## src/rtl/cpu_sequencer.sv

```systemverilog
// ---------------------------------------------------------------------------
// cpu_sequencer
//
// Multi-cycle fetch/execute controller for the 9-bit CPU. Owns the program
// counter, addresses the registered instruction ROM, latches the instruction
// word {op[8:4], operand[3:0]}, strobes the datapath once per instruction,
// resolves conditional jumps/branches and runs a req/ack handshake with a
// timeout for load/store.
//
// Ports
//   clk            in   clock, all state on rising edge
//   reset          in   synchronous active-high reset
//   start          in   begin execution at start_pc (IDLE/HALT/FAULT only)
//   start_pc       in   PC loaded on an accepted start
//   imem_addr      out  instruction address (always equals pc)
//   imem_data      in   instruction word, valid the cycle after imem_addr
//   pc             out  current program counter
//   ir             out  latched instruction
//   exec_en        out  one-cycle execute strobe to the datapath
//   zero           in   datapath zero flag, used in EXEC only
//   branch_target  in   target for taken conditional jumps, EXEC only
//   mem_req        out  data-memory request, held for the whole MEM stay
//   mem_we         out  1 = store, 0 = load, valid while mem_req
//   mem_ack        in   data-memory completion, used in MEM only
//   busy           out  high in FETCH/LATCH/EXEC/MEM
//   halted         out  high in HALT
//   fault          out  high in FAULT (memory timeout)
//
// State table
//   state   | meaning
//   IDLE    | after reset, waiting for start
//   FETCH   | imem_addr = pc presented to the ROM
//   LATCH   | ROM output valid, ir captured
//   EXEC    | exec_en pulse, next pc / next state resolved
//   MEM     | load/store handshake, timeout counter running
//   HALT    | done instruction executed, waiting for start
//   FAULT   | MEM_TIMEOUT cycles without ack, waiting for start
// ---------------------------------------------------------------------------
module cpu_sequencer #(
  parameter int PC_W        = 10,
  parameter int MEM_TIMEOUT = 15
) (
  input  logic            clk,
  input  logic            reset,
  input  logic            start,
  input  logic [PC_W-1:0] start_pc,
  output logic [PC_W-1:0] imem_addr,
  input  logic [8:0]      imem_data,
  output logic [PC_W-1:0] pc,
  output logic [8:0]      ir,
  output logic            exec_en,
  input  logic            zero,
  input  logic [PC_W-1:0] branch_target,
  output logic            mem_req,
  output logic            mem_we,
  input  logic            mem_ack,
  output logic            busy,
  output logic            halted,
  output logic            fault
);

  // Counter only needs to reach MEM_TIMEOUT-1.
  localparam int CNT_W = (MEM_TIMEOUT < 2) ? 1 : $clog2(MEM_TIMEOUT);
  localparam logic [CNT_W-1:0] CNT_LAST = CNT_W'(MEM_TIMEOUT - 1);

  localparam logic [4:0] OP_LOAD = 5'd16;
  localparam logic [4:0] OP_STOR = 5'd17;
  localparam logic [4:0] OP_JIZR = 5'd20;
  localparam logic [4:0] OP_JNZR = 5'd21;
  localparam logic [4:0] OP_BIZR = 5'd22;
  localparam logic [4:0] OP_BNZR = 5'd23;
  localparam logic [4:0] OP_FUNC = 5'd31;
  localparam logic [3:0] FN_DONE = 4'd15;

  typedef enum logic [2:0] {
    S_IDLE,
    S_FETCH,
    S_LATCH,
    S_EXEC,
    S_MEM,
    S_HALT,
    S_FAULT
  } state_t;

  state_t          r_state;
  logic [PC_W-1:0] r_pc;
  logic [8:0]      r_ir;
  logic [CNT_W-1:0] r_cnt;
  logic            r_exec_en;
  logic            r_mem_req;
  logic            r_mem_we;
  logic            r_busy;
  logic            r_halted;
  logic            r_fault;

  logic [4:0]      w_op;
  logic            w_is_mem;
  logic            w_is_stor;
  logic            w_is_done;
  logic            w_take;
  logic [PC_W-1:0] w_pc_inc;
  logic [PC_W-1:0] w_pc_next;

  assign w_op      = r_ir[8:4];
  assign w_is_stor = (w_op == OP_STOR);
  assign w_is_mem  = (w_op == OP_LOAD) || w_is_stor;
  assign w_is_done = (w_op == OP_FUNC) && (r_ir[3:0] == FN_DONE);
  // Wraps modulo 2^PC_W by construction.
  assign w_pc_inc  = r_pc + PC_W'(1);

  always_comb begin
    w_take = 1'b0;
    case (w_op)
      OP_JIZR, OP_BIZR: w_take = zero;
      OP_JNZR, OP_BNZR: w_take = ~zero;
      default:          w_take = 1'b0;
    endcase
  end

  assign w_pc_next = w_take ? branch_target : w_pc_inc;

  // Outputs are registered alongside the state so each one is a clean flop
  // that changes together with r_state.
  always_ff @(posedge clk) begin
    if (reset) begin
      r_state   <= S_IDLE;
      r_pc      <= '0;
      r_ir      <= '0;
      r_cnt     <= '0;
      r_exec_en <= 1'b0;
      r_mem_req <= 1'b0;
      r_mem_we  <= 1'b0;
      r_busy    <= 1'b0;
      r_halted  <= 1'b0;
      r_fault   <= 1'b0;
    end else begin
      r_exec_en <= 1'b0;
      case (r_state)
        S_IDLE, S_HALT, S_FAULT: begin
          if (start) begin
            r_pc     <= start_pc;
            r_state  <= S_FETCH;
            r_busy   <= 1'b1;
            r_halted <= 1'b0;
            r_fault  <= 1'b0;
          end
        end

        S_FETCH: begin
          r_state <= S_LATCH;
        end

        S_LATCH: begin
          r_ir      <= imem_data;
          r_state   <= S_EXEC;
          r_exec_en <= 1'b1;
        end

        S_EXEC: begin
          if (w_is_mem) begin
            r_state   <= S_MEM;
            r_cnt     <= '0;
            r_mem_req <= 1'b1;
            r_mem_we  <= w_is_stor;
          end else if (w_is_done) begin
            // pc stays on the done instruction.
            r_state  <= S_HALT;
            r_busy   <= 1'b0;
            r_halted <= 1'b1;
          end else begin
            r_pc    <= w_pc_next;
            r_state <= S_FETCH;
          end
        end

        S_MEM: begin
          // Ack is checked first so an ack on the last allowed cycle wins
          // over the timeout.
          if (mem_ack) begin
            r_pc      <= w_pc_inc;
            r_state   <= S_FETCH;
            r_mem_req <= 1'b0;
            r_mem_we  <= 1'b0;
          end else if (r_cnt == CNT_LAST) begin
            r_state   <= S_FAULT;
            r_mem_req <= 1'b0;
            r_mem_we  <= 1'b0;
            r_busy    <= 1'b0;
            r_fault   <= 1'b1;
          end else begin
            r_cnt <= r_cnt + CNT_W'(1);
          end
        end

        default: begin
          r_state   <= S_IDLE;
          r_mem_req <= 1'b0;
          r_mem_we  <= 1'b0;
          r_busy    <= 1'b0;
          r_halted  <= 1'b0;
          r_fault   <= 1'b0;
        end
      endcase
    end
  end

  assign imem_addr = r_pc;
  assign pc        = r_pc;
  assign ir        = r_ir;
  assign exec_en   = r_exec_en;
  assign mem_req   = r_mem_req;
  assign mem_we    = r_mem_we;
  assign busy      = r_busy;
  assign halted    = r_halted;
  assign fault     = r_fault;

endmodule
```

## config.mk

```make
export PLATFORM = sky130hd
export DESIGN_NAME = cpu_sequencer
export DESIGN_NICKNAME = d
export VERILOG_FILES = /design/src/rtl/cpu_sequencer.sv
export SDC_FILE = /design/constraint.sdc
export NUM_CORES = 1
export LEC_CHECK = 0
export BUFFER_PORTS_ARGS = -buffer_cell sky130_fd_sc_hd__buf_2
export CAP_MARGIN = 25
export CORE_MARGIN = 5
export CORE_UTILIZATION = 50
export CTS_CLUSTER_SIZE = 20
export DETAILED_ROUTE_END_ITERATION = 10
export GPL_ROUTABILITY_DRIVEN = 0
export MAX_ROUTING_LAYER = met4
export PLACE_DENSITY = 0.85
export SLEW_MARGIN = 0
export SYNTH_ARGS = -nofsm -noshare
export SYNTH_HDL_FRONTEND = slang
export SYNTH_SLANG_ARGS = --single-unit
```

## constraint.sdc

```tcl
create_clock -name clk -period 3.77 [get_ports clk]
set_input_delay 0.1885 -clock clk [delete_from_list [all_inputs] [get_ports clk]]
set_output_delay 0.1885 -clock clk [all_outputs]
set_load 0.05 [all_outputs]
```

## After elaboration in Yosys (flattened, before gate mapping)

Index checks and enable logic that the tools add are counted.

- Memories: 0
- Output and inout bits: 35
- Logic and storage cells: 97
- Memory bits (writable): 0
- Input bits: 34
- Bits in latches: 0
- ROM bits: 0
- Register bits: 32

- Shift-type cells: 0
- $lt $le $gt $ge: 0
- Multipliers: 0
- Multiplexer cells: 36
- Equality and inequality tests: 25
- Add/subtract/negate cells: 2
- Divide/modulo/power cells: 0
- Bitwise logic cells: 5
- Reductions and logical operators: 19

Operators with widths:

| kind | count |
|---|---|
| two-way mux 10 bit | 5 |
| equality test 5 bit, second input constant | 7 |
| case mux 10 bit (3 select lines) | 1 |
| inequality test 2 bit, second input constant | 9 |
| two-way mux 3 bit | 5 |
| case mux 3 bit (5 select lines) | 1 |
| two-way mux 1 bit | 14 |
| two-way mux 4 bit | 3 |
| case mux 1 bit (3 select lines) | 4 |
| AND reduction 4 bit | 3 |
| adder 10 x 1 -> 10 bit, second input constant | 1 |
| equality test 3 bit, second input constant | 3 |
| OR reduction 3 bit | 3 |
| equality test 4 bit, second input constant | 2 |
| case mux 4 bit (2 select lines) | 1 |
| equality test 3 x 2 -> 1 bit, second input constant | 2 |
| AND reduction 6 bit | 1 |
| OR reduction 2 bit | 3 |
| NOT 1 bit | 5 |
| AND reduction 5 bit | 1 |
| OR reduction 5 bit | 1 |
| adder 4 x 1 -> 4 bit, second input constant | 1 |
| case mux 1 bit (4 select lines) | 1 |
| equality test 3 x 1 -> 1 bit, second input constant | 1 |
| other kinds (9) | 9 |

## Depth between registers and ports, before layout

- Word-level depth: 7
- Depth in mapped cells: 8

## Worst setup path before layout

Ideal clock, no wire load.

- Path kind: register to register
- Start point: register r_pc[0] (netlist: imem_addr[0])
- End point: register r_pc[6] (netlist: imem_addr[6])
- Period minus slack after synthesis: 2.002 ns
- Setup slack: 1.768 ns
- Stages on the path, launching flop included: 7
- Arrival: 1.911 ns
- Data required time: 3.679 ns
- Library setup time: 0.091 ns
- Cells stage by stage: dfxtp_1 -> ha_1 -> nand4_1 -> or3_1 -> a21oi_1 -> a21oi_1 -> a311oi_1

- Longest elaborated chain between the ends: 5

RTL lines:

| what | RTL line | text |
|---|---|---|
| start, declared | 86 | `logic [PC_W-1:0] r_pc;` |
| start signal, assigned | 141 | `r_pc <= start_pc;` |
| start signal, assigned | 171 | `r_pc <= w_pc_next;` |
| start signal, assigned | 180 | `r_pc <= w_pc_inc;` |
| adder 10 x 1 -> 10 bit * | 109 | `assign w_pc_inc = r_pc + PC_W'(1);` |
| two-way mux 10 bit | 120 | `assign w_pc_next = w_take ? branch_target : w_pc_inc;` |
| two-way mux 10 bit | 165 | `end else if (w_is_done) begin` |
| two-way mux 10 bit | 160 | `if (w_is_mem) begin` |
| case mux 10 bit (3 select lines) * | 138 | `case (r_state)` |

Every way passes the cells marked *; elsewhere a longest branch is shown, timed or not. The select of a mux whose other input is x is not followed.
A chain may end at the register's enable or synchronous reset.

## Worst setup path in the final report

- Start point: register r_state[2]
- End point: register r_pc[8] (netlist: imem_addr[8])

- Longest elaborated chain between the ends: 4

RTL lines:

| what | RTL line | text |
|---|---|---|
| start, declared | 85 | `state_t r_state;` |
| start signal, assigned | 126 | `r_state <= S_IDLE;` |
| start signal, assigned | 142 | `r_state <= S_FETCH;` |
| start signal, assigned | 150 | `r_state <= S_LATCH;` |
| equality test 3 bit / zero test 3 bit (equally long branches) | 138 |  |
| OR reduction 3 bit | - |  |
| inequality test 2 bit (no line) / nonzero test 3 bit (equally long branches) | - |  |
| AND reduction 5 bit (no line) | - |  |

Parallel ways exist; a longest one is shown, timed or not.

==> results by group <==
Final layout
  – # diodes: 0
  – Share of cells above drive strength 1: 29.77%
  – Post-layout util: 60.33%
  – Final cell count without fillers: 349
  – Synth-to-layout area growth: 18.89%
  – Fillers: 365
  – Layout net count: 335

Power and ir drop
  – Total Power: 1.095 mW
  – Reg power frac: 37.5%
  – PwrDens: 460.5 nW/um2
  – Gate power share: 29.4%
  – NetSw: 0.4044 mW
  – Net Sw Frac: 36.92%
  – Internal power: 0.6909 mW
  – VDD IR-drop max: 0.2652 mV
  – Leakage power: 0.9845 nW
  – Clock power share: 33.2%

Route
  – Final ANT Viol Nets: 0
  – Via density: 5.851
  – Initial drt markers: 165
  – WL per Instance: 14.55 um
  – DR pass1 iterations: 4
  – DRT Wirelength: 5.079 mm
  – Vias post-DR: 2,042
  – Residual DRC: 0

Synth
  – Yosys reg bits: 32
  – Most used DFF post-synth: dfxtp_1
  – Synth area leaders: dfxtp_1 32%, a21oi_1 6.5%, nand2_1 6.0%, buf_4 4.1%, nor2_1 4.1%
  – Synth top area share: 32.02%
  – Asr flop ratio synth: 0%
  – Mapped Cells: 246
  – Largest area contributor in the netlist: dfxtp_1
  – Syn Std Cell Area: 2001 um2
  – Syn_area_per_cell: 8.133 um2
  – Syn. warnings: 0
  – EDFF count, synth: 0
  – Syn Nets: 283
  – Seq/Total Area, Yosys: 32.02%
  – Synth unique cells: 65

Timing
  – Final setup vio count: 0
  – Hold Vio Cnt, Final: 0
  – Unrepaired setup endpoints after global routing: no
  – Clock Skew: 0.007313 ns
  – Slew Viols, Final: 0
  – Fin crit period: 2.497 ns
  – Total Neg Setup Slack: 0 ns
  – Final WS setup: 1.273 ns
  – Worst-margin pin slew: 0.7848 ns
  – Period Utilization, post-route: 66.23%
  – Max Clk Rate: 0.4005 GHz
  – Relative slew slack: 47.61%

CTS
  – Clock buffer depth: 2
  – CTS Hold Bufs: 0
  – CTS sink cnt: 32
  – Post-cts resize count: 0
  – Total setup buffers inserted after CTS: 0
  – CTS buffer count: 5
  – CTS tree: yes
  – Root Driver: clkbuf_8
  – Clock slew seen by the registers of the worst setup and hold paths: 0.07 ns
  – Clk_lat worst skew: 0.28 ns
  – H-tree levels: 2

Floorplanning
  – Core area: 3943 um2
  – Die width: 73.26 um
  – Starting Density: 50.75%
  – Top Ports: 69
  – Die ar.: 5366 um2
  – Std cell rows: 23
  – Die height: 73.26 um

Worst setup path
  – Data arrival, critical path: 2.68 ns
  – Capturing element type of the critical path: flop
  – CP cell instances: and3b_1 -> o22ai_2 -> nor4_1 -> a221o_1 -> a32o_1
  – WP data required: 3.95 ns
  – Slowest cell on the critical path: dfxtp_1
  – Worst Path Buf+Inv: 0
  – Maximum fanout along the worst path: 23
  – CP delay by family, top: compound AO/OA/AOI/OAI gates
  – CP Launch Type: flop
  – Max incr delay on CP: 0.83 ns
  – CP Class: flop to flop

Global routing
  – Met2 usage in global routing: 31.78%
  – Largest net degree at the start of global routing: 32
  – Met1 Use GR: 26.49%
  – Gr ovfl total: 0
  – Grt peak-use layer: met2
  – First-pass GRT wire length: 8.569 mm
  – Met3 usage in global routing: 4.514%
  – Antenna violations before repair: 0
  – Vias in the first global route: 1,921
  – GR Util All Layers: 20.38%

Place
  – DP Cell Count: 341
  – Worst slack, placed: 1.316 ns
  – HPWL Detailed: 3.744 mm
  – Port buffer count: 68

Outcome
  – Outcome: completed

Job
  – Number of max-cap violations: 0

Worst hold path
  – Tightest Hold Check Type: primary input to flop
## through the flow
stage               area [um2]  hold slack, ns
floorplan                 2001          0.3245
global placement          2252          0.4300
detailed placement        2252          0.4342
CTS                       2379          0.1379
global route              2379          0.1394
finish                    2379          0.1483
## final cells by class
| class | count | area, um2 | area share, % |
|---|---|---|---|
| timing repair buffer | 68 | 340.3 | 14.31 |
| tap | 50 | 62.56 | 2.630 |
| clock inverter | 1 | 30.03 | 1.262 |
| multi-input combinational | 186 | 1190 | 50.03 |
| inverter | 5 | 18.77 | 0.7891 |
| clock buffer | 7 | 96.34 | 4.051 |
| sequential | 32 | 640.6 | 26.93 |
## layout by cell type (no fill, tap or decap), types with 3 or more instances in the layout
master and count:
buf_2 68, nand2_1 32, dfxtp_1 32, a21oi_1 26, nor2_1 22, nand3_1 7
clkbuf_8 7, o21ai_0 6, a221oi_1 6, inv_1 5, o31ai_1 5, nor3_1 4
nor3b_1 4, a31oi_1 3, nand4_1 3, o211ai_1 3, a311oi_1 3, nor4_1 3
nor2b_1 3, o311ai_0 3, ha_1 3
## final timing paths
path / slack, ns / cells after the start / from / to
setup / recovery: 1.27 / 5 / r_state[2] / imem_addr[8]
hold / removal: 0.15 / 3 / imem_data[6] / ir[6]
setup reg to reg: 1.27 / 5 / r_state[2] / imem_addr[8]
hold reg to reg: 0.46 / 2 / mem_req / mem_req
## sequential cells by signal, indices dropped and copies added (netlist names)
name       count
busy           1
exec_en        1
imem_addr     10
r_state        3
ir             9
r_cnt          4
halted         1
mem_req        1
fault          1
mem_we         1
## per-layer routing
layer / routed length (um) / up-vias / share of wire, %
li1: - / 1020 / -
met1: 2240 / 935 / 44
met2: 2355 / 81 / 46
met3: 439 / 6 / 8.6
met5: 0 / - / 0
met4: 43 / 0 / 0.85
## kinds of logic (layout without fill, tap and decap cells)
kind of cell / Yosys count / after routing / share of synthesized area, %
fa+ha+maj: 3 / 3 / 1.876
xor+xnor: 3 / 3 / 1.314
simple gates: 98 / 98 / 27.27
compound gates: 81 / 81 / 28.52
mux: 1 / 1 / 0.5003
buf+inv: 28 / 81 / 8.505
flops: 32 / 32 / 32.02
## synth_stat cells (3+ instances only)
master    number
nand3_1        7
a311oi_1       3
nor4_1         3
a31oi_1        3
o211ai_1       3
nand4_1        3
o311ai_0       3
a21oi_1       26
nor2_1        22
nor3b_1        4
nor3_1         4
ha_1           3
clkbuf_1       8
nand2_1       32
a221oi_1       6
o21ai_0        6
dfxtp_1       32
inv_1          5
nor2b_1        3
o31ai_1        5
buf_6          3
buf_4         11
## power by group through the flow
stage	combinational, mW	clock [mW]	sequential [mW]
6_report	0.322	0.363	0.411
5_1_grt	0.344	0.387	0.417
4_1_cts	0.322	0.370	0.410
3_5_place_dp	0.321	0	0.418
3_3_place_gp	0.317	0	0.417
2_1_floorplan	0.204	0	0.478
## worst reg2reg max path, cell delays in order (launching register included)
cell,delay (ns)
dfxtp_1,0.83
and3b_1,0.37
o22ai_2,0.51
nor4_1,0.13
a221o_1,0.29
a32o_1,0.25
(Power assumes the default switching activity.)
